## src/rtl/scc_ctrl_fsm.sv

```systemverilog
// Multi-cycle FETCH/DECODE/EXECUTE/MEMORY/WRITEBACK sequencer for the scc core.
// Optional single-step mode is enabled by defining SCC_CTRL_SINGLE_STEP_EN.
module scc_ctrl_fsm #(
    parameter int unsigned MEM_TIMEOUT = 16,
    parameter int unsigned RET_W       = 32
) (
    input  logic             clk,
    input  logic             rst,
    input  logic             clk_en,
    input  logic             start,
`ifdef SCC_CTRL_SINGLE_STEP_EN
    input  logic             step_mode,
`endif
    input  logic             imem_ready,
    input  logic             dmem_ready,
    input  logic             dec_illegal,
    input  logic             dec_halt,
    input  logic             dec_load,
    input  logic             dec_store,
    input  logic             dec_branch,
    input  logic             dec_wr_rd,
    input  logic             dec_set_flags,
    input  logic             addr_misaligned,
    output logic             instruction_memory_en,
    output logic             ir_load,
    output logic             data_memory_en,
    output logic             data_memory_we,
    output logic             pstate_write,
    output logic             reg_write,
    output logic             pc_write,
    output logic             pc_src_branch,
    output logic             halted,
    output logic [3:0]       err_bits,
    output logic [2:0]       state,
    output logic [RET_W-1:0] retired
);

    typedef enum logic [2:0] {
        StIdle      = 3'd0,
        StFetch     = 3'd1,
        StDecode    = 3'd2,
        StExecute   = 3'd3,
        StMemory    = 3'd4,
        StWriteback = 3'd5,
        StHalt      = 3'd6,
        StError     = 3'd7
    } state_e;

    localparam logic [7:0] WaitLast = 8'(MEM_TIMEOUT - 1);

    state_e           state_q;
    logic [7:0]       wait_q;
    logic             load_q;
    logic             store_q;
    logic             branch_q;
    logic             wr_rd_q;
    logic             set_flags_q;
    logic [3:0]       err_q;
    logic [RET_W-1:0] retired_q;
    logic             step_stop;

`ifdef SCC_CTRL_SINGLE_STEP_EN
    assign step_stop = step_mode;
`else
    assign step_stop = 1'b0;
`endif

    always_ff @(posedge clk or negedge rst) begin
        if (!rst) begin
            state_q     <= StIdle;
            wait_q      <= '0;
            load_q      <= 1'b0;
            store_q     <= 1'b0;
            branch_q    <= 1'b0;
            wr_rd_q     <= 1'b0;
            set_flags_q <= 1'b0;
            err_q       <= '0;
            retired_q   <= '0;
        end else if (clk_en) begin
            case (state_q)
                StIdle: begin
                    if (start) begin
                        state_q <= StFetch;
                        wait_q  <= '0;
                    end
                end
                StFetch: begin
                    // Ready on the last allowed cycle still wins over the timeout.
                    if (imem_ready) begin
                        state_q <= StDecode;
                    end else if (wait_q == WaitLast) begin
                        state_q  <= StError;
                        err_q[0] <= 1'b1;
                    end else begin
                        wait_q <= wait_q + 8'd1;
                    end
                end
                StDecode: begin
                    load_q      <= dec_load;
                    store_q     <= dec_store;
                    branch_q    <= dec_branch;
                    wr_rd_q     <= dec_wr_rd;
                    set_flags_q <= dec_set_flags;
                    if (dec_illegal) begin
                        state_q  <= StError;
                        err_q[1] <= 1'b1;
                    end else if (dec_halt) begin
                        state_q <= StHalt;
                    end else begin
                        state_q <= StExecute;
                    end
                end
                StExecute: begin
                    if ((load_q || store_q) && addr_misaligned) begin
                        state_q  <= StError;
                        err_q[3] <= 1'b1;
                    end else if (load_q || store_q) begin
                        state_q <= StMemory;
                        wait_q  <= '0;
                    end else begin
                        state_q <= StWriteback;
                    end
                end
                StMemory: begin
                    if (dmem_ready) begin
                        state_q <= StWriteback;
                    end else if (wait_q == WaitLast) begin
                        state_q  <= StError;
                        err_q[2] <= 1'b1;
                    end else begin
                        wait_q <= wait_q + 8'd1;
                    end
                end
                StWriteback: begin
                    retired_q <= retired_q + RET_W'(1);
                    wait_q    <= '0;
                    state_q   <= step_stop ? StIdle : StFetch;
                end
                StHalt:  state_q <= StHalt;
                StError: state_q <= StError;
                default: state_q <= StError;
            endcase
        end
    end

    // Strobes are qualified by clk_en; request levels follow the state alone.
    always_comb begin
        instruction_memory_en = (state_q == StFetch);
        ir_load               = (state_q == StFetch) && imem_ready && clk_en;
        data_memory_en        = (state_q == StMemory);
        data_memory_we        = (state_q == StMemory) && store_q;
        pstate_write          = (state_q == StExecute) && set_flags_q && clk_en;
        reg_write             = (state_q == StWriteback) && wr_rd_q && !store_q && clk_en;
        pc_write              = (state_q == StWriteback) && clk_en;
        pc_src_branch         = branch_q;
        halted                = (state_q == StHalt);
        err_bits              = err_q;
        state                 = state_q;
        retired               = retired_q;
    end

endmodule
```

## config.mk

```make
export PLATFORM = sky130hd
export DESIGN_NAME = scc_ctrl_fsm
export DESIGN_NICKNAME = d
export VERILOG_FILES = /design/src/rtl/scc_ctrl_fsm.sv
export SDC_FILE = /design/constraint.sdc
export NUM_CORES = 1
export LEC_CHECK = 0
export CORE_MARGIN = 3
export CORE_UTILIZATION = 45
export CTS_CLUSTER_SIZE = 24
export DETAILED_ROUTE_END_ITERATION = 16
export PLACE_DENSITY_LB_ADDON = 0.15
export REMOVE_ABC_BUFFERS = 1
export SLEW_MARGIN = 20
export SYNTH_ARGS = -nofsm -noshare
export SYNTH_HDL_FRONTEND = slang
export SYNTH_SLANG_ARGS = --single-unit
```

## constraint.sdc

```tcl
create_clock -name clk -period 2.7 [get_ports clk]
set_clock_uncertainty 0.2 [all_clocks]
set_input_delay 0.675 -clock clk [delete_from_list [all_inputs] [get_ports clk]]
set_output_delay 0.675 -clock clk [all_outputs]
set_load 0.05 [all_outputs]
```

==> results of run 1 <==
==> cells by family after synthesis <==
| kind of cell | after synthesis |
|---|---|
| xor+xnor | 32 |
| buf+inv | 22 |
| simple gates | 111 |
| compound gates | 38 |
| mux | 4 |
| flops | 52 |
| fa+ha+maj | 2 |
==> routing by layer <==
| layer | GRT usage [%] | routed length (um) | share of wire, % | up-vias |
|---|---|---|---|---|
| met2 | 28.8 | 2780 | 46 | 67 |
| met5 | 0 | 0 | 0 | - |
| li1 | - | - | - | 1111 |
| met1 | 26.0 | 2840 | 47 | 1102 |
| met4 | 5.35 | 65 | 1.1 | 0 |
| met3 | 4.07 | 372 | 6.1 | 6 |
==> worst max-delay path by stage <==
stage                           endpoint  slack, ps  depth (start not counted)
after floorplan                reg_write       -860                          2
after global placement         reg_write        -90                          5
after detailed placement     retired[28]        -90                          6
after CTS                   pstate_write          2                          5
after global routing      data_memory_we         60                          5
final                           state[1]        130                          1
==> Yosys cell counts (3+ instances only) <==
cell type / n
nand2b_1: 3
and4_1: 4
dfrtp_1: 52
and2_1: 4
o21ai_0: 4
nor4_1: 7
inv_1: 10
mux2_2: 4
nand3b_1: 3
and3_1: 5
nor2_1: 10
xnor2_1: 18
nor3_1: 9
a21oi_1: 6
nand4_1: 14
or2_2: 3
o2bb2ai_1: 3
o32ai_1: 5
clkbuf_1: 8
nor2b_1: 6
nand2_1: 18
xor2_1: 14
nand3_1: 12
nor4_2: 3
==> power breakdown <==
group | internal, mW | switching (mW)
Clock | 0.186 | 0.272
Sequential | 0.895 | 0.148
Combinational | 0.528 | 0.742
Total | 1.61 | 1.16
==> cell type report <==
type	instances	share of cell area, %
Sequential cell	52	35.4
Multi-Input combinational cell	187	35.4
Timing Repair Buffer	83	23.2
Tap cell	72	2.45
Clock buffer	5	1.87
Inverter	11	1.12
Clock inverter	3	0.612
==> metrics by stage <==
| step | instances | util (%) | setup slack (ps) | power (mW) |
|---|---|---|---|---|
| 6_report | 413 | 65.2 | 130 | 2.77 |
| 5_1_grt | 413 | 65.2 | 62.1 | 2.94 |
| 4_1_cts | 413 | 65.0 | 1.56 | 2.79 |
| 3_5_place_dp | 405 | 63.3 | -85.5 | 2.33 |
| 3_3_place_gp | 405 | 63.3 | -88.7 | 2.31 |
| 2_1_floorplan | 250 | - | -857 | 1.80 |
==> cells in the final DEF (no fill, tap or decap), types with 5 or more instances in the layout <==
cell and count:
nor2b_1 6, nor2_1 9, and3_1 5, nor4_1 7, inv_1 10, xor2_1 14
a21oi_1 6, xnor2_1 18, nand4_1 14, clkbuf_8 5, clkdlybuf4s50_1 49, nand2_1 18
buf_4 23, buf_12 8, o32ai_1 5, nor3_1 9, nand3_1 12, dfrtp_1 52
==> flip-flops by register name, indices dropped and copies added, names as in the netlist <==
name           count
store_q            1
load_q             1
set_flags_q        1
wait_q             8
err_bits           4
pc_src_branch      1
state              3
retired           32
wr_rd_q            1
==> run summary, run 1 <==
outcome: finished, final reports clean
type of the tightest min-delay check: primary input to async pin
core area: 5640 um^2
Vias/cell: 5.54
Die ar.: 6930 um^2
H-Tree Depth: 2
prevailing post-synth register cell: dfrtp_1
post-CTS setup buffers: 0
total grt overflow: 0
reg2reg start: state[2]
critical path class: register to primary output
complex-gate fraction of the synthesized area: 10.7%
Initial Util: 47.6%
DRC: 0
Sequential Area: 1300 um^2
vias in the first global route: 2237
routed wire length: 6060 um
CP startpoint kind: register
syn_area_per_cell: 10.3 um^2
largest stage delay on the critical path: 870 ps
CTS clk-pin slew, worst paths: 100 ps
Area Overhead vs Synth: 37.0%
hold_ws: 119 ps
synthesized area: 2690 um^2
Synth cell types: 47
CTS Buffer Depth: 2
row count: 27
worst-skew pair later-pin latency: 310 ps
maximum number of pins on one net before global-route repair: 22
Worst EP required: 1820 ps
Async SR Flop Fraction: 100%
Synth Area in XOR/XNOR: 10.4%
Synth Area in Simple Gates: 24.4%
multi-input logic area: 1300 um^2
Hold Violations, Final: 0
Synth Warn #: 0
Critical Path Sink Type: primary output
max_slew headroom: 64.8%
fill cell count: 458
initial antenna violation count: 0
EDFF count, synth: 0
RSZ-0062 raised after global routing: false
share of the synthesized area in the top cell type: 48.5%
Yosys reg bits: 52
share of cells above drive strength 1: 17.6%
Least-Margin Pin Slew: 526 ps
Cell Chain, Critical Path: clkdlybuf4s50_1
CP top delay family: buffers and inverters
total track usage: 18.5%
CP max-delay cell: clkdlybuf4s50_1
Post-Synth Adder-Cell Area: 0.932%
Hold-fix buffers, CTS: 0
# setup viols final: 0
multiplexer share of the synthesized area: 1.68%
reg-to-reg endpoint: retired[31]
DRT iter0 DRCs: 126
pwr/cell area: 754 nW/um^2
total CTS buffers: 5
Syn Inst Count: 261
Root Driver: clkbuf_8
Clock Sinks: 52
WP buf/inv: 1
min cycle time layout: 2570 ps
I/O pins: 62
largest family of logic cells by synthesized area: simple AND/OR/NAND/NOR gates
setup slack, reg-to-reg: 480 ps
1st-pass router iterations: 4
CTS tree: yes
post_cts resized: 0
Antenna Cells: 0
crit path max fanout: 9
layout net count: 356
DR WL/cell: 14.7 um
post-route setup TNS: 0 ps
register area share after synthesis: 48.5%
die width: 83.2 um
detailed-route via count: 2286
max_cap viols: 0
Worst VDD drop: 0.577 mV
crit path from: state[1]
period utilisation layout: 95.2%
Final ANT Viol Nets: 0
Design Area, Final: 3680 um^2
WP data arrival: 1700 ps
die height: 83.2 um
static leakage: 1.61 nW
DP Wirelength: 4590 um
RD Place Congestion: 0.838
fin. max-slew vios: 0
input/output buffers: 61
first-pass GRT wire length: 10600 um
post-synth top area cell: dfrtp_1
dpl cell area: 3570 um^2
worst reg2reg path depth: 5
largest cells by area after synthesis: dfrtp_1, xnor2_1, xor2_1
maximum clock rate: 389 MHz
No activity file was read; power rests on OpenSTA's default activity.
==> run 2: changes to the inputs <==
--- a/config.mk
+++ b/config.mk
@@ -5,8 +5,10 @@
 export SDC_FILE = /design/constraint.sdc
 export NUM_CORES = 1
 export LEC_CHECK = 0
+export CELL_PAD_IN_SITES_DETAIL_PLACEMENT = 1
+export CELL_PAD_IN_SITES_GLOBAL_PLACEMENT = 2
 export CORE_MARGIN = 3
-export CORE_UTILIZATION = 45
+export CORE_UTILIZATION = 31
 export CTS_CLUSTER_SIZE = 24
 export DETAILED_ROUTE_END_ITERATION = 16
 export PLACE_DENSITY_LB_ADDON = 0.15
==> constraint.sdc (replaced) <==
create_clock -name clk -period 2.7 [get_ports clk]
set_clock_uncertainty 0.2 [all_clocks]
set_input_delay 0.405 -clock clk [delete_from_list [all_inputs] [get_ports clk]]
set_output_delay 0.405 -clock clk [all_outputs]
set_load 0.05 [all_outputs]
==> run 2 against run 1 <==
Against the previous run:
- sequential share of layout area increased by 0.61 points
- first-iteration DRC count is 44% lower
- via count increased by 0.57%
- non-clock buffer count fell by 6
- global-route usage shrank 3.0 points
- sequential power about the same
- routed wire length rose by 19%
- critical path depth grew 3
- total power fell by 1.8%
- cell area fell by 1.7%
- utilization down 22 points
- cell count rose by 6.5%
==> run summary, run 2 (same netlist as run 1, synthesis figures left out) <==
outcome: finished, final reports clean (unchanged)
fin. max-slew vios: 0 (unchanged)
DP Wirelength: 5380 um (was 4590 um)
detailed-route via count: 2299 (was 2286)
crit path max fanout: 12 (was 9)
Top Layer Used: met4 (unchanged)
Vias/cell: 5.23 (was 5.54)
die width: 99.1 um (was 83.2 um)
core area: 8300 um^2 (was 5640 um^2)
row count: 33 (was 27)
Worst EP required: 2100 ps (was 1820 ps)
max FFs per register: 32 (unchanged)
input/output buffers: 61 (unchanged)
WP data arrival: 1920 ps (was 1700 ps)
# setup viols final: 0 (unchanged)
initial antenna violation count: 0 (unchanged)
post-route setup TNS: 0 ps (unchanged)
Final ANT Viol Nets: 0 (unchanged)
Antenna Cells: 0 (unchanged)
total grt overflow: 0 (unchanged)
layout net count: 350 (was 356)
CP max-delay cell: dfrtp_1 (was clkdlybuf4s50_1)
share of cells above drive strength 1: 14.3% (was 17.6%)
Die ar.: 9810 um^2 (was 6930 um^2)
maximum number of pins on one net before global-route repair: 25 (was 22)
commonest non-fill, non-tap cells in the layout: dfrtp_1, clkdlybuf4s50_1, buf_4 (unchanged)
total track usage: 15.5% (was 18.5%)
Cell Chain, Critical Path: nand4b_1 -> buf_4 -> nor3b_1 -> buf_12 (was clkdlybuf4s50_1)
met1 wire length: 3580 um (was 2840 um)
CTS Buffer Depth: 2 (unchanged)
Critical Path Sink Type: primary output (unchanged)
Hold Violations, Final: 0 (unchanged)
min cycle time layout: 2530 ps (was 2570 ps)
Area Overhead vs Synth: 34.6% (was 37.0%)
max_slew headroom: 62.4% (was 64.8%)
first-pass GRT wire length: 12300 um (was 10600 um)
final core occ: 43.6% (was 65.2%)
type of the tightest min-delay check: register to register (was primary input to async pin)
maximum clock rate: 396 MHz (was 389 MHz)
routed wire length: 7230 um (was 6060 um)
worst-skew pair later-pin latency: 300 ps (was 310 ps)
RD Place Congestion: 0.805 (was 0.838)
Least-Margin Pin Slew: 565 ps (was 526 ps)
RSZ-0062 raised after global routing: false (unchanged)
critical path class: register to primary output (unchanged)
vias in the first global route: 2390 (was 2237)
CP startpoint kind: register (unchanged)
1st-pass router iterations: 4 (unchanged)
Clock Sinks: 52 (unchanged)
DR WL/cell: 16.4 um (was 14.7 um)
routed wl met3: 253 um (was 372 um)
PnR Total Power: 2.72 mW (was 2.77 mW)
CTS tree: yes (unchanged)
Root Driver: clkbuf_8 (unchanged)
Worst VDD drop: 0.472 mV (was 0.577 mV)
Initial Util: 32.4% (was 47.6%)
period utilisation layout: 93.6% (was 95.2%)
pwr/cell area: 753 nW/um^2 (was 754 nW/um^2)
DR WL met2: 3300 um (was 2780 um)
H-Tree Depth: 2 (unchanged)
I/O pins: 62 (unchanged)
DRC: 0 (unchanged)
static leakage: 1.54 nW (was 1.61 nW)
total CTS buffers: 5 (unchanged)
max_cap viols: 0 (unchanged)
largest stage delay on the critical path: 590 ps (was 870 ps)
post-CTS setup buffers: 0 (unchanged)
CTS clk-pin slew, worst paths: 90 ps (was 100 ps)
die height: 99.1 um (was 83.2 um)
DRT iter0 DRCs: 70 (was 126)
==> run 2: changes by cell type in the layout (fill, tap and decap cells not counted), moves of 2 or more <==
| cell | delta |
|---|---|
| buf_12 | -4 |
| buf_4 | -4 |
| clkdlybuf4s50_1 | +3 |
| dlymetal6s2s_1 | -2 |
| clkbuf_1 | +2 |
==> run 2: worst max-delay path, delay by kind of cell, from the launching register on <==
family | cells | cell delay (ps)
AND/OR/NAND/NOR | 2 | 600
flip-flops | 1 | 590
buffers and inverters | 2 | 420
==> run 2: through the flow <==
stage | cell area (um^2) | setup WS, ps | cells | hold slack [ps]
finish | 3610 | 174 | 440 | 268
global placement | 3510 | 220 | 431 | 229
CTS | 3610 | 144 | 440 | 272
global route | 3610 | 7.98 | 440 | 298
floorplan | 2640 | -587 | 250 | -90.6
detailed placement | 3510 | 203 | 431 | 231
==> run 2: layout make-up <==
class | instances | area (um^2)
Fill cell | 921 | 4680
Sequential cell | 52 | 1300
Multi-Input combinational cell | 187 | 1290
Timing Repair Buffer | 77 | 758
Tap cell | 105 | 131
Clock buffer | 8 | 90.1
Inverter | 11 | 41.3
==> run 2: routing by layer <==
metal / global-route usage [%] / vias to the layer above
met5: 0 / -
met4: 4.41 / 0
met3: 2.90 / 9
met2: 24.1 / 48
met1: 22.0 / 1150
li1: - / 1092
==> run 2: timing repair <==
item | in CTS | in global routing
hold buffers | 1 | 0
hold endpoints to repair | 22 | 0
gates resized for setup | 0 | 0
==> run 2: where the power goes <==
group          internal (mW)  leakage [nW]  switching, mW
combinational          0.465         0.806          0.752
sequential             0.895         0.690          0.143
clock                  0.210        0.0455          0.257
total                   1.57          1.54           1.15
==> run 2: path summary, 6_finish.rpt <==
| path | from | depth (start not counted) | end | slack, ps |
|---|---|---|---|---|
| min | err_bits[1] | 1 | err_bits[1] | 270 |
| min in group asynchronous | rst | 2 | wait_q[5] | 420 |
| max in group asynchronous | rst | 3 | retired[10] | 1200 |
| max reg2reg | state[0] | 4 | retired[27] | 550 |
| max | state[0] | 4 | reg_write | 170 |
| min reg2reg | err_bits[1] | 1 | err_bits[1] | 270 |
==> run 3: changes to the inputs <==
--- a/config.mk
+++ b/config.mk
@@ -5,6 +5,7 @@
 export SDC_FILE = /design/constraint.sdc
 export NUM_CORES = 1
 export LEC_CHECK = 0
+export CAP_MARGIN = 20
 export CELL_PAD_IN_SITES_DETAIL_PLACEMENT = 1
 export CELL_PAD_IN_SITES_GLOBAL_PLACEMENT = 2
 export CORE_MARGIN = 3
==> results of run 3 <==
Same layout as run 2: the final DEF is identical, and so are final timing and power.
